<file path="config.mk">
export PLATFORM = sky130hd
export DESIGN_NAME = instr_fetch
export DESIGN_NICKNAME = d
export VERILOG_FILES = /design/src/rtl/instr_fetch.sv
export SDC_FILE = /design/constraint.sdc
export NUM_CORES = 1
export LEC_CHECK = 0
export ABC_CLOCK_PERIOD_IN_PS = 3200
export BUFFER_PORTS_ARGS = -buffer_cell sky130_fd_sc_hd__buf_2
export CORE_MARGIN = 3
export CORE_UTILIZATION = 48
export CTS_CLUSTER_SIZE = 14
export DETAILED_ROUTE_END_ITERATION = 6
export GPL_ROUTABILITY_DRIVEN = 0
export PLACE_DENSITY_LB_ADDON = 0.2
export SYNTH_ARGS = -nofsm -noshare
export SYNTH_HDL_FRONTEND = slang
export SYNTH_SLANG_ARGS = --single-unit
export TNS_END_PERCENT = 10
</file>
<file path="constraint.sdc">
create_clock -name clk -period 3.2 [get_ports clk]
set_clock_uncertainty 0.1 [all_clocks]
set_input_delay 0.48 -clock clk [delete_from_list [all_inputs] [get_ports clk]]
set_output_delay 0.48 -clock clk [all_outputs]
set_load 0.02 [all_outputs]
</file>
<file path="src/rtl/instr_fetch.sv">
// instr_fetch: fetch stage of the ARM pipeline.
// Holds the PC, fetches words from instruction memory over a req/ack
// handshake and presents them to decode/extend with valid/ready.
// Optional performance counters are built when IFETCH_PERF_CNT_EN is defined.
//
//   state  | meaning
//   -------+-----------------------------------------------------------
//   IDLE   | one quiet cycle after reset, no request issued
//   FETCH  | request outstanding at pc_next, waiting for imem_ack
//   HOLD   | instr holds an undelivered word, waiting for instr_ready
module instr_fetch #(
  parameter logic [31:0] RESET_PC = 32'h0000_0000
) (
  input  logic        clk,
  input  logic        reset,
  output logic        imem_req,
  output logic [31:0] imem_addr,
  input  logic        imem_ack,
  input  logic [31:0] imem_rdata,
  output logic        instr_valid,
  input  logic        instr_ready,
  input  logic        pc_src,
  input  logic [31:0] branch_target,
  output logic [31:0] instr,
  output logic [23:0] imm_field,
  output logic [31:0] pc,
  output logic [31:0] pc_plus8
`ifdef IFETCH_PERF_CNT_EN
  ,
  output logic [31:0] fetch_count,
  output logic [31:0] stall_count
`endif
);

  localparam logic [31:0] ADDR_MASK = 32'hFFFF_FFFC;
  localparam logic [31:0] RESET_PC_ALIGNED = RESET_PC & ADDR_MASK;

  typedef enum logic [1:0] {
    S_IDLE  = 2'd0,
    S_FETCH = 2'd1,
    S_HOLD  = 2'd2
  } state_t;

  state_t      state;
  state_t      state_nxt;
  logic [31:0] pc_next;
  logic        fetch_done;
  logic        accept;

  assign fetch_done = (state == S_FETCH) && imem_ack;
  assign accept     = instr_valid && instr_ready;

  // State register
  always_ff @(posedge clk) begin
    if (reset) begin
      state <= S_IDLE;
    end else begin
      state <= state_nxt;
    end
  end

  // Next-state decode; req and valid come straight from the state
  always_comb begin
    state_nxt   = state;
    imem_req    = 1'b0;
    instr_valid = 1'b0;
    case (state)
      S_IDLE: begin
        state_nxt = S_FETCH;
      end
      S_FETCH: begin
        imem_req = 1'b1;
        if (imem_ack) state_nxt = S_HOLD;
      end
      S_HOLD: begin
        instr_valid = 1'b1;
        if (instr_ready) state_nxt = S_FETCH;
      end
      default: begin
        state_nxt = S_IDLE;
      end
    endcase
  end

  // Instruction register, PC of held instruction and next fetch address
  always_ff @(posedge clk) begin
    if (reset) begin
      instr   <= 32'h0;
      pc      <= RESET_PC_ALIGNED;
      pc_next <= RESET_PC_ALIGNED;
    end else begin
      if (fetch_done) begin
        instr <= imem_rdata;
        pc    <= pc_next;
      end
      if (accept) begin
        pc_next <= pc_src ? (branch_target & ADDR_MASK) : (pc + 32'd4);
      end
    end
  end

  assign imem_addr = pc_next;
  assign imm_field = instr[23:0];
  assign pc_plus8  = pc + 32'd8;

`ifdef IFETCH_PERF_CNT_EN
  // Transfer and stall counters; both wrap naturally at 2^32
  always_ff @(posedge clk) begin
    if (reset) begin
      fetch_count <= 32'h0;
      stall_count <= 32'h0;
    end else begin
      if (accept) fetch_count <= fetch_count + 32'd1;
      if (((state == S_FETCH) && !imem_ack) || ((state == S_HOLD) && !instr_ready))
        stall_count <= stall_count + 32'd1;
    end
  end
`endif

endmodule

</file>
Word level (Yosys, flattened, before mapping)

Index checks and enable logic that the tools add are counted.

Register bits: 98

Add/subtract/negate cells: 2
Equal/unequal tests: 4
Muxes and demuxes: 6
Reductions and logical operators: 4

Operators by type and width:

| operator                                             | count |
|---|---|
| adder 32 x 3 -> 32 bit (second input constant)       | 1 |
| adder 32 x 4 -> 32 bit (second input constant)       | 1 |
| two-way mux 32 bit                                   | 1 |
| case mux 2 bit (3 select lines)                      | 1 |
| two-way mux 2 bit                                    | 2 |
| inequality test 2 bit (second input constant)        | 2 |
| equality test 2 x 1 -> 1 bit (second input constant) | 1 |
| equality test 2 bit (second input constant)          | 1 |
| logical AND 1 bit                                    | 2 |
| logical NOT 2 bit                                    | 1 |
| two-way mux 1 bit                                    | 2 |
| AND reduction 2 bit                                  | 1 |

Longest topological paths before layout

Gate-level depths: netlist (run 1).

Word-level depth: 3
Gate-level depth with buffers: 6
Gate-level depth less buffers: 5

Least setup slack after synthesis (run 1)

OpenSTA, ideal clock, no wires.

Path type: reg2out
Start point: register pc[4]
End point: output port pc_plus8[19]
Arrival time: 2126 ps
Required time: 2620 ps
Setup slack: 494 ps
Stages on the path, launching flop included: 6
Buffers on the path: 0
Cell sequence: dfxtp_1 > ha_1 > nand3_1 > nor4_4 > nand3_1 > xnor2_1

Cells in the longest elaborated chain, start to end: 1

RTL lines:

| item                   | RTL line | RTL |
|---|---|---|
| from (decl)            | 26       | `output logic [31:0] pc,` |
| from (signal assigned) | 94       | `pc <= pc_next;` |
| adder 32 x 4 -> 32 bit | 104      | `assign pc_plus8 = pc + 32'd8;` |
| to (decl)              | 27       | `output logic [31:0] pc_plus8` |

No other way between the ends.

Worst setup path after layout (run 1)

Start point: register pc[3]
End point: output port pc_plus8[29]

Same word-level chain as after synthesis.

==> results of run 1 <==
final cells by class:
class	count	area, um2	share of cell area, %
Sequential cell	98	1960	31.2
Inverter	8	30.0	0.478
Clock inverter	5	61.3	0.975
Clock buffer	11	131	2.09
Multi-Input combinational cell	486	2670	42.5
Tap cell	133	166	2.65
Timing Repair Buffer	240	1260	20.1
power breakdown:
part           internal (uW)  switching [uW]
registers               1250            22.0
clock network            370             451
logic                   95.2             182
total                   1710             655
synth_stat cells (all sizes together) (4+ instances only):
library cell,number
a211o,4
or4,5
a21oi,86
and3,19
xnor2,25
o22ai,4
nand4b,4
dfxtp,98
buf,39
clkbuf,43
nor4,10
nand3,21
nor3,23
o21ai,5
or3,5
and2,5
inv,8
nand2b,5
nor2,22
o211ai,14
mux2i,4
nand2,168
nand4,14
xor2,11
stage by stage:
stage	cells	worst slack (ns)	cell area [um2]
floorplan	674	0.494	5080
global placement	965	0.653	6090
detailed placement	965	0.589	6090
CTS	981	0.171	6290
global route	981	0.0165	6290
finish	981	0.168	6290
routing by layer:
layer  vias to the layer above  routed length (um)  global-route usage (%)
met2                       266                7570                    44.0
li1                       2632                   -                       -
met4                         2                 301                    9.83
met3                        32                1440                    4.26
met1                      2509                6610                    34.2
met5                         -                  11                       0
final timing paths:
path	startpoint	endpoint	cells past startpoint
setup / recovery	pc[3]	pc_plus8[29]	7
hold / removal	imem_rdata[18]	instr[18]	3
setup reg to reg	pc[3]	imem_addr[29]	6
hold reg to reg	instr[24]	instr[24]	2
worst reg2reg max path, stage by stage, from the launching register on:
cell and delay [ns]:
dfxtp_1 0.48, ha_1 0.28, nand4_1 0.11, buf_4 0.20, or4_1 0.62, o311a_1 0.36, a211o_1 0.22
state kept, by name (all words and copies together), names as in the netlist:
register and flops:
imem_addr 32, instr 32, pc 32, state 2
cells by family after synthesis:
logic type / synth area share (%)
buf+inv: 8.92
mux: 0.788
compound gates: 16.0
xor+xnor: 6.21
simple gates: 29.0
flops: 38.6
fa+ha+maj: 0.493
==> flow_summary.toml, run 1 <==
[status]
status = "complete, no violations"

[clocking]
insertion_delay_ns = 0.38
clock_sinks = 98
root_buffer = "clkbuf_8"
cts-hold-fix-buffers = 0
htreeDepth = 3
post_cts_buffers = 0
post_cts_resized = 0
cts_buffers = 9
cts_tree = "built"
clock_path_buffers = 2
clk_pin_slew_ns = 0.10

[setup_path]
critPathMaxFanout = 10
setup.worst_path.start_class = "flip-flop"
max_stage_delay_ns = 0.48
cp.arrival_ns = 2.45
path_buf_inv = 2
path_cells = "ha_1 -> nand3_1 -> nor4_4 -> buf_4 -> nand3_1 -> xnor2_1 -> buf_2"
crit_type = "reg2out"
cp.required_ns = 2.62
crit_family = "simple AND/OR/NAND/NOR gates"
cp-end-kind = "output pin"
rrSetupSlack_ns = 0.72
critical_path.slowest_cell = "dfxtp_1"
crit_top_cell = "nand3_1"

[power_and_ir_drop]
power_uw = 2370
ir_worst_vdd_uv = 250
p_leak_uw = 0.00284
p_per_area_nw_per_um2 = 377

[sta]
setup_viol = 0
hold_ws_ns = 0.236
max_slew_margin_pct = 38.7
grt_setup_unrepaired = "no"
fin_crit_sh_pct = 94.7
setup_tns_ns = 0
finalCriticalPeriod_ns = 3.03
report.final.slew_viol_count = 0
fmax_mhz = 330
tightest_slew_ns = 0.912
hold_viol_final = 0

[routing]
routed_wl_um = 15900
final_antenna_net_count = 0
vias_per_cell = 5.55
route.detailed.drc = 0
detailedRoute.firstPassIterationCount = 5
vias = 5441
post_drt_wl_per_cell_um = 16.2
drt_iter0_drc = 357

[yosys]
postSynth.asyncResetShare_pct = 0
syn_nets = 745
synth_top_area_cell = "dfxtp_1"
ys_warn_count = 0
synthFlopType = "dfxtp_1"
yosysSeqAreaShare_pct = 38.6
synth_edf_count = 0
syn_inst = 674
synth_top_area_share_pct = 38.6
synth_area_per_cell_um2 = 7.54
synth_area_um2 = 5080
synthDistinctLibCells = 52
netlist_top_cells_area = "dfxtp_1, nand2_1, a21oi_1"
yosys_register_bits = 98

[grt]
antenna_found_initial = 1
grt_use_total_pct = 26.3
gr-total-overflow = 0
grt_pass1_vias = 4918
grt_start_max_net_pins = 66
grt_pass1_wl_um = 24900

[placement]
dp_hpwl_um = 11300
port_buffers = 220

[floorplanning]
die_area_um2 = 11900
die_w_um = 109
pin_count = 223
fp-row-count = 36
floorplan.initialDensity_pct = 50.6
die_height_um = 109
core_area_um2 = 10000

[final_layout]
fin_util_pct = 62.6
final_nets = 914
final_cell_mix = "buf_2, nand2_1, dfxtp_1"
layout_commonest_cell = "buf_2"
syn_to_final_growth_pct = 23.8
diodes = 0
nFillCells = 924
drive_above_1_share_pct = 31.0

[min_path]
hold_class = "in2reg"

[run]
maxCapViolCount = 0
(Power assumes the default switching activity.)
==> run 2, diff against run 1 <==
--- a/config.mk
+++ b/config.mk
@@ -9,5 +9,6 @@
 export BUFFER_PORTS_ARGS = -buffer_cell sky130_fd_sc_hd__buf_2
 export CORE_MARGIN = 3
-export CORE_UTILIZATION = 48
+export CORE_UTILIZATION = 49
+export CTS_BUF_LIST = sky130_fd_sc_hd__clkbuf_4
 export CTS_CLUSTER_SIZE = 14
 export DETAILED_ROUTE_END_ITERATION = 6
==> constraint.sdc (replaced) <==
create_clock -name clk -period 3.2 [get_ports clk]
set_clock_uncertainty 0.1 [all_clocks]
set_input_delay 0.64 -clock clk [delete_from_list [all_inputs] [get_ports clk]]
set_output_delay 0.64 -clock clk [all_outputs]
set_load 0.02 [all_outputs]
==> run 2 against run 1 <==
Clock power shrank 15%. First-iteration DRC count shrank 18%. Critical endpoint is now pc_plus8[28]. Cell count rose by 0.31%. Design area is 0.30% higher. Highest routed layer unchanged. Utilization grew 1.0 points. Die area down 1.9%. Power fell by 5.3%. Maximum frequency is 0.11% lower. Critical path depth decreased by 2. Sequential power hardly changed. Setup slack worse by 0.0034 ns. Largest cell class unchanged. Global-route usage is 0.15 points higher.
==> flow_summary.toml, run 2 (synthesis results as in run 1) <==
[setup_path]
worstSetupEndpoint = "pc_plus8[28]"
crit_type = "reg2out"
cp.arrival_ns = 2.30
critPathMaxFanout = 10
rr_worst_depth = 5
worstReg2RegEnd = "imem_addr[24]"
setup.worst_path.start_class = "flip-flop"
timing.rr.start = "pc[2]"
rrSetupSlack_ns = 0.74
cp-end-kind = "output pin"
crit_start = "pc[18]"
cp.required_ns = 2.46

[final_layout]
fin_cells = 984
final_cell_mix = "buf_2, nand2_1, dfxtp_1"
diodes = 0
regArea_um2 = 1960
finish.instance_area_um2 = 6310
syn_to_final_growth_pct = 24.1
final_nets = 917
nFillCells = 929
multiInputGateArea_um2 = 2690
layout_commonest_cell = "buf_2"
drive_above_1_share_pct = 32.0

[sta]
hold_viol_final = 0
max_slew_margin_pct = 38.4
setup_viol = 0
layout_setup_ws_ns = 0.165
hold_ws_ns = 0.287
report.final.slew_viol_count = 0
finalCriticalPeriod_ns = 3.04
fmax_mhz = 329
setup_tns_ns = 0
fin_crit_sh_pct = 94.8
tightest_slew_ns = 0.917

[grt]
grt_start_max_net_pins = 67
antenna_found_initial = 1
grt_use_total_pct = 26.5
grt_pass1_vias = 4852
grt_pass1_wl_um = 24600
gr-total-overflow = 0

[placement]
dp_hpwl_um = 11300
post_dp_cell_area_um2 = 6120
dp_slack_ns = 0.336
dp_cells = 967
port_buffers = 220

[power_and_ir_drop]
p_leak_uw = 0.00286
p_per_area_nw_per_um2 = 355
ir_worst_vdd_uv = 242

[clocking]
cts_buffers = 9
cts_tree = "built"
htreeDepth = 3
root_buffer = "clkbuf_4"
clock_sinks = 98
clk_pin_slew_ns = 0.16
clock_path_buffers = 2
insertion_delay_ns = 0.46

[routing]
detailedRoute.firstPassIterationCount = 5
vias = 5520
met3_length_um = 1330
route.detailed.drc = 0
drt_iter0_drc = 294
routed.top_layer = "met5"
drt-met1-wl_um = 6740
wl_met2_um = 7500
vias_per_cell = 5.61
post_drt_wl_per_cell_um = 16.1
routed_wl_um = 15900
final_antenna_net_count = 0

[status]
status = "complete, no violations"

[floorplanning]
pin_count = 223
fp-row-count = 36
die_height_um = 108
floorplan.initialDensity_pct = 51.3
die_area_um2 = 11600
core_area_um2 = 9910
die_w_um = 108

[run]
maxCapViolCount = 0

[min_path]
hold_class = "in2reg"
==> run 2: cell count changes in the layout (fill, tap and decap cells not counted), moves of 2 or more <==
cell and delta:
clkbuf_4 +10, clkbuf_8 -9, buf_12 +2, clkbuf_1 -2, clkinv_4 +2, dfxtp_1 -2
dfxtp_2 +2, inv_6 -2
==> run 2: repair_timing <==
item	4_1_cts	5_1_grt
gates resized for setup	0	5
buffers inserted	1	0
setup endpoints to repair	8	5
pin swaps	1	1
hold buffers	0	0
endpoints found under the hold margin	0	0
==> run 2: where the power goes <==
part	internal (uW)	total [uW]	switching, uW
registers	1250	1270	21.3
clock network	251	694	443
logic	95.2	277	182
==> run 2: metrics by stage <==
step	util [%]	total power (uW)
after floorplan	-	1470
after global placement	61.8	1570
after detailed placement	61.8	1570
after CTS	63.4	2250
after global routing	63.6	2330
final	63.6	2240
==> run 2: layout make-up <==
class                      instances  area share (%)
multi-input combinational        486            42.7
sequential                        98            31.2
timing repair buffer             243            20.8
tap                              133            2.64
clock buffer                      10            1.19
clock inverter                     6            1.05
inverter                           8           0.476
==> run 2: worst min-delay path by stage <==
stage | startpoint | to | slack, ns | cells after the start
2_1_floorplan | instr[24] | instr[24] | 0.43 | 2
3_3_place_gp | instr[27] | instr[27] | 0.34 | 2
3_5_place_dp | instr[27] | instr[27] | 0.35 | 2
4_1_cts | imem_rdata[1] | instr[1] | 0.26 | 3
5_1_grt | imem_rdata[29] | instr[29] | 0.27 | 3
6_report | imem_rdata[1] | instr[1] | 0.29 | 3
==> run 2: critical path: stages (launching register included) <==
cell and delay [ns]:
dfxtp_1 0.57, nand4_1 0.26, nor4_1 0.51, nand2_1 0.14, xnor2_1 0.16, buf_2 0.19
==> run 2: layer usage <==
| metal | global-route usage [%] | up-vias |
|---|---|---|
| li1 | - | 2650 |
| met1 | 34.7 | 2562 |
| met2 | 43.6 | 276 |
| met3 | 4.50 | 30 |
| met4 | 10.0 | 2 |
| met5 | 0 | - |
